### src/rtl/regfile_writeback.sv
// regfile_writeback: register bank with one commit per cycle, PC-stage priority and a 2-entry ALU write FIFO
module regfile_writeback #(
  parameter int NUM_REGS = 64,
  parameter logic [7:0] SWITCH_ADDR = 8'd36
) (
  input  logic        clock,
  input  logic        reset,
  input  logic        PRG_write_flag,
  input  logic [7:0]  PRG_write_addr,
  input  logic [31:0] PRG_write_data,
  input  logic        alu_we,
  input  logic [7:0]  alu_addr,
  input  logic [31:0] alu_data,
  output logic        alu_stall,
  input  logic [7:0]  rd_addr_a,
  input  logic [7:0]  rd_addr_b,
  output logic [31:0] rd_data_a,
  output logic [31:0] rd_data_b,
  output logic        rd_pend_a,
  output logic        rd_pend_b,
  output logic        switch_mode,
  output logic        wr_overflow,
  output logic        wr_bad_addr
);
  localparam int AW = $clog2(NUM_REGS);
  localparam logic [8:0] LIM = 9'(NUM_REGS);
  logic [31:0] regs [NUM_REGS];
  logic [7:0]  fa [2];
  logic [31:0] fd [2];
  logic [1:0]  cnt;
  logic        hd, tl, pop, push, drop, wv;
  logic [7:0]  wa;
  logic [31:0] wd;

  function automatic logic [31:0] rd(input logic [7:0] a);
    return ({1'b0, a} < LIM) ? regs[a[AW-1:0]] : '0;
  endfunction

  function automatic logic pend(input logic [7:0] a);
    return (a != 8'd0) && ((cnt == 2'd2 && (fa[0] == a || fa[1] == a)) || (cnt == 2'd1 && fa[hd] == a));
  endfunction

  // arbitration: PC stage first, then FIFO head, then a direct ALU write; a full FIFO with no pop drops the ALU write
  always_comb begin
    pop = !PRG_write_flag && cnt != 2'd0;
    drop = alu_we && cnt == 2'd2 && !pop;
    push = alu_we && (PRG_write_flag || cnt != 2'd0) && !drop;
    wv = PRG_write_flag || cnt != 2'd0 || alu_we;
    wa = PRG_write_flag ? PRG_write_addr : pop ? fa[hd] : alu_addr;
    wd = PRG_write_flag ? PRG_write_data : pop ? fd[hd] : alu_data;
  end

  assign alu_stall = cnt == 2'd2;
  assign rd_data_a = rd(rd_addr_a);
  assign rd_data_b = rd(rd_addr_b);
  assign rd_pend_a = pend(rd_addr_a);
  assign rd_pend_b = pend(rd_addr_b);

  // commit the arbitrated write, maintain FIFO pointers and sticky error flags
  always_ff @(posedge clock) begin
    if (reset) begin
      for (int i = 0; i < NUM_REGS; i++) regs[i] <= '0;
      cnt <= '0;
      hd <= 1'b0;
      tl <= 1'b0;
      switch_mode <= 1'b0;
      wr_overflow <= 1'b0;
      wr_bad_addr <= 1'b0;
    end else begin
      if (wv && {1'b0, wa} >= LIM) wr_bad_addr <= 1'b1;
      else if (wv && wa != 8'd0) regs[wa[AW-1:0]] <= wd;
      if (wv && wa == SWITCH_ADDR) switch_mode <= wd[0];
      if (drop) wr_overflow <= 1'b1;
      if (pop) hd <= ~hd;
      if (push) begin
        fa[tl] <= alu_addr;
        fd[tl] <= alu_data;
        tl <= ~tl;
      end
      cnt <= cnt + 2'(push) - 2'(pop);
    end
  end
endmodule

### config.mk
export PLATFORM = sky130hd
export DESIGN_NAME = regfile_writeback
export DESIGN_NICKNAME = d
export VERILOG_FILES = /design/src/rtl/regfile_writeback.sv
export SDC_FILE = /design/constraint.sdc
export NUM_CORES = 2
export LEC_CHECK = 0
export CELL_PAD_IN_SITES_DETAIL_PLACEMENT = 1
export CELL_PAD_IN_SITES_GLOBAL_PLACEMENT = 1
export CORE_ASPECT_RATIO = 1.75
export CORE_MARGIN = 2
export CORE_UTILIZATION = 49
export DETAILED_ROUTE_END_ITERATION = 7
export GPL_TIMING_DRIVEN = 0
export PLACE_DENSITY = 0.83
export SYNTH_ARGS = -nofsm -noshare
export SYNTH_HDL_FRONTEND = slang
export SYNTH_SLANG_ARGS = --single-unit
export TNS_END_PERCENT = 10
### constraint.sdc
create_clock -name clock -period 17.6 [get_ports clock]
set_input_delay 3.52 -clock clock [delete_from_list [all_inputs] [get_ports clock]]
set_output_delay 3.52 -clock clock [all_outputs]
set_load 0.02 [all_outputs]
==> qor.txt, run 1 <==
Outcome - did not finish
Failing step - 5_1_grt
Stop err - [ERROR GRT-0116] Global routing finished with congestion. Check the congestion regions in the DRC Viewer.
Ys async rst share - 0%
Post-synth top area cell - edfxtp_1
Vias in the first global route - 119,000
# H-tree levels - 4
Synth top cells by count - 2,128 x edfxtp_1, 2,088 x nor2_1, 811 x mux4_2
Synth top area cells - edfxtp_1 59%, mux4_2 17%, nor2_1 7.2%
Global route overflow - 4,624
Mapped Area - 109,000 um^2
Die Y - 627 um
Ys flop type - edfxtp_1
Count of yosys warnings during synthesis - 0
Clk buf depth - 4
Largest net degree at the start of global routing - 33
PortBufs - 165
Synth unique cells - 73
Post-synth EDFFs - 2,128
Io pins - 170
Post-synth top area share - 58.7%
GRT Util Overall - 83.4%
Number of gates resized after CTS - 0
Syn Inst Count - 7,944
Top-count cell post-synth - edfxtp_1
First-pass GRT wire length - 1,310,000 um
CTS Hold Bufs - 0
Register area share after synthesis - 58.9%
RePlAce Congestion - 1.22
Post-synthesis sequential element count - 2,136
Syn_area_per_cell - 13.7 um^2
Post-CTS Setup Bufs - 0
Clk sinks - 2,136
CTS Buf Count - 208
Root buf cell - clkbuf_16
DIE WIDTH - 360 um
Starting density of the core - 49.3%
Num rows - 228
Hpwl dp - 593,000 um
-- per-stage QoR --
stage	instance area, um^2	setup WS, ns	std cells
after CTS	126000	3.07	11600
after detailed placement	119000	3.10	11200
after floorplan	109000	8.21	7975
after global placement	114000	2.87	11000
-- per-layer routing --
metal  track usage (%)  GRT overflow
met2               100          2826
met4              88.3          1693
met5              39.2             1
met1              80.4            30
met3              68.6            74
-- logic make-up after synthesis --
logic type | after synthesis | synth area share (%)
and+or+nand+nor | 2626 | 9.35
DFF | 2136 | 58.9
muxes | 1419 | 22.5
AOI/OAI and AO/OA | 967 | 6.08
buffers and inverters | 742 | 2.78
xor gates and xnor gates | 51 | 0.411
adders and majority gates | 2 | 0.0230
other | 1 | 0.00345
==> run 2: changes to the inputs <==
- CELL_PAD_IN_SITES_DETAIL_PLACEMENT: 1 -> not set
- CELL_PAD_IN_SITES_GLOBAL_PLACEMENT: 1 -> not set
- CORE_ASPECT_RATIO: 1.75 -> not set
- CORE_UTILIZATION: 49 -> 34
- PLACE_DENSITY: 0.83 -> not set
- PLACE_DENSITY_LB_ADDON: not set -> 0.15
==> qor.txt, run 2 <==
Outcome - finished with violations
Violated checks - max-capacitance violations, max-slew violations
Register area - 64,100 um^2
Share of cells above drive strength 1 - 22.5%
CTS Buf Count - 273
Fin nets - 8,757
Drt total wl - 800,000 um
Clk buf depth - 4
Syn Inst Count - 7,944
Fillers - 29,800
Count of yosys warnings during synthesis - 0
R2R depth - 11
Crit path max-delay family - buffers and inverters
Max cap viols - 49
Largest Register - regs
Largest registers - regs x2048, fd x64, fa x16
Register area share after synthesis - 58.9%
PortBufs - 165
Io pins - 170
Vias in the first global route - 83,000
Worst-path cell chain - clkdlybuf4s50_1 > buf_2 > buf_2 > buf_2 > clkbuf_2 > clkbuf_1 > a21oi_1 > nor3_1 > o32ai_1 > clkdlybuf4s50_1
Final TNS setup - 0 ns
Synth unique cells - 73
Crit path time final - 15.02 ns
RSZ-0062 raised after global routing - false
RePlAce Congestion - 1.05
Critical path buffer and inverter count - 7
1st-iter DRT viols - 17,400
Instance count on the critical path - 10
Max reg flops - 2,048
Crit-path slowest cell - clkdlybuf4s50_1
Period utilization - 85.3%
# H-tree levels - 5
Die area - 325,000 um^2
Vias per inst - 6.88
Placed inst area - 122,000 um^2
Clock slew at reported path FFs - 0.06 ns
Area of the multi-input gates - 42,800 um^2
Die Y - 570 um
Clock tree from TritonCTS - yes
Root buf cell - clkbuf_16
Filler-free cell count of the finished design - 13,100
Pin slew with the least headroom to its limit - 1.85 ns
Max Clk Rate - 0.0666 GHz
Largest net degree at the start of global routing - 33
Worst Setup End Kind - output pin
Synth top cells by count - 2,128 x edfxtp_1, 2,088 x nor2_1, 811 x mux4_2
WL/cell - 61.0 um
Placed cell count - 12,600
GRT Util Overall - 48.6%
Setup crit start kind - input port
Via count - 90,400
Ys async rst share - 0%
Hold Slack - 0.483 ns
Final Hold Vio Count - 0
Number of gates resized after CTS - 0
Crit Path Category - in2out
Worst Skew - 0.0613 ns
Slew HR - -24.3%
Final ANT Viol Nets - 0
CP Data Arrival Time - 11.50 ns
Drt pass-1 iters - 8
Global route overflow - 0
DIE WIDTH - 570 um
Ys flop type - edfxtp_1
Syn_area_per_cell - 13.7 um^2
Starting density of the core - 34.2%
Core Area - 318,000 um^2
Clk sinks - 2,136
Static Leak - 43.9 nW
Clock Latency Late Sink - 0.95 ns
CTS Hold Bufs - 0
Post-synth top area share - 58.7%
Num rows - 207
First-pass GRT wire length - 982,000 um
Post-CTS Setup Bufs - 0
Mapped Area - 109,000 um^2
Hpwl dp - 620,000 um
Most frequent cells in the layout - 2,128 x edfxtp_1, 2,082 x nor2_1, 811 x mux4_2
Area growth, synth to finish - 20.0%
CP max stage delay - 1.23 ns
Post-synth top area cell - edfxtp_1
Max-slew violations - 364
Post-synth EDFFs - 2,128
CP Data Required Time - 14.08 ns
Hold Path Cell Cnt - 2
Final setup fails - 0
Hold Path Class - reg2reg
Final instance area - 131,000 um^2
Critical path peak fanout - 10
Top-count cell post-synth - edfxtp_1
Crit path top cell by count - buf_2
Most common cell after layout, fill and taps aside - edfxtp_1
PD cells - 115 nW/um^2
Initial antenna violation count - 107
Post-synthesis sequential element count - 2,136
Max IR drop VDD - 0.0786 mV
Synth top area cells - edfxtp_1 59%, mux4_2 17%, nor2_1 7.2%
Remaining DRCs - 0
## run 2: cell counts after synthesis
No cell type changed its count.
## run 2: cell families (layout without fill, tap and decap cells)
family                     Yosys count  count (layout)  share of synthesized area (%)
and+or+nand+nor                   2626            2626                           9.35
DFF                               2136            2136                           58.9
muxes                             1419            1419                           22.5
AOI/OAI and AO/OA                  967             967                           6.08
buffers and inverters              742            1625                           2.78
xor gates and xnor gates            51              51                          0.411
adders and majority gates            2               2                         0.0230
other                                1             120                        0.00345
## run 2: worst paths after layout
path / startpoint / end / slack [ns]
worst min register to register: wr_bad_addr / wr_bad_addr / 0.48
worst max register to register: cnt[1] / regs[8][31] / 11.22
worst max-delay path: rd_addr_b[0] / rd_data_b[18] / 2.58
worst min-delay path: wr_bad_addr / wr_bad_addr / 0.48
## run 2: power breakdown
group	switching, mW	internal, mW	total, mW	leakage (nW)
Combinational	2.60	0.834	3.43	17.9
Sequential	0.112	5.80	5.91	21.9
Clock	2.47	3.17	5.64	4.14
Total	5.19	9.81	15.0	43.9
## run 2: worst register-to-register path: cells and delay by family (launching register included)
| family | cells | cell delay (ns) |
|---|---|---|
| AO/OA/AOI/OAI | 2 | 1.05 |
| buffers and inverters | 5 | 1.53 |
| flip-flops | 1 | 0.32 |
| AND/OR/NAND/NOR | 4 | 3.11 |
## run 2: per-layer routing
metal,global-route usage (%),part of all wire [%],vias to the layer above
met2,69.3,42,7955
met1,56.9,35,48000
met4,47.0,12,40
met3,16.2,12,2208
li1,-,-,32100
met5,0.431,0.056,-
## run 2: final cells by class
class	instances	share of cell area (%)
timing repair buffer	405	4.92
multi-input combinational	5097	32.8
clock inverter	140	0.964
clock buffer	338	5.56
antenna	88	0.169
sequential	2136	49.1
tap	4180	4.01
inverter	5	0.0144
buffer	737	2.50
## run 2: per-stage QoR
step                      power, mW  utilization (%)  setup slack (ns)
after floorplan                7.09                -              8.21
after global placement         8.95             36.4              1.38
after detailed placement       9.24             38.2              3.10
after CTS                      14.7             40.9              3.08
after global routing           15.0             41.0              3.25
final                          15.0             41.0              2.58
Note: power is estimated with default switching activity, not from simulation.
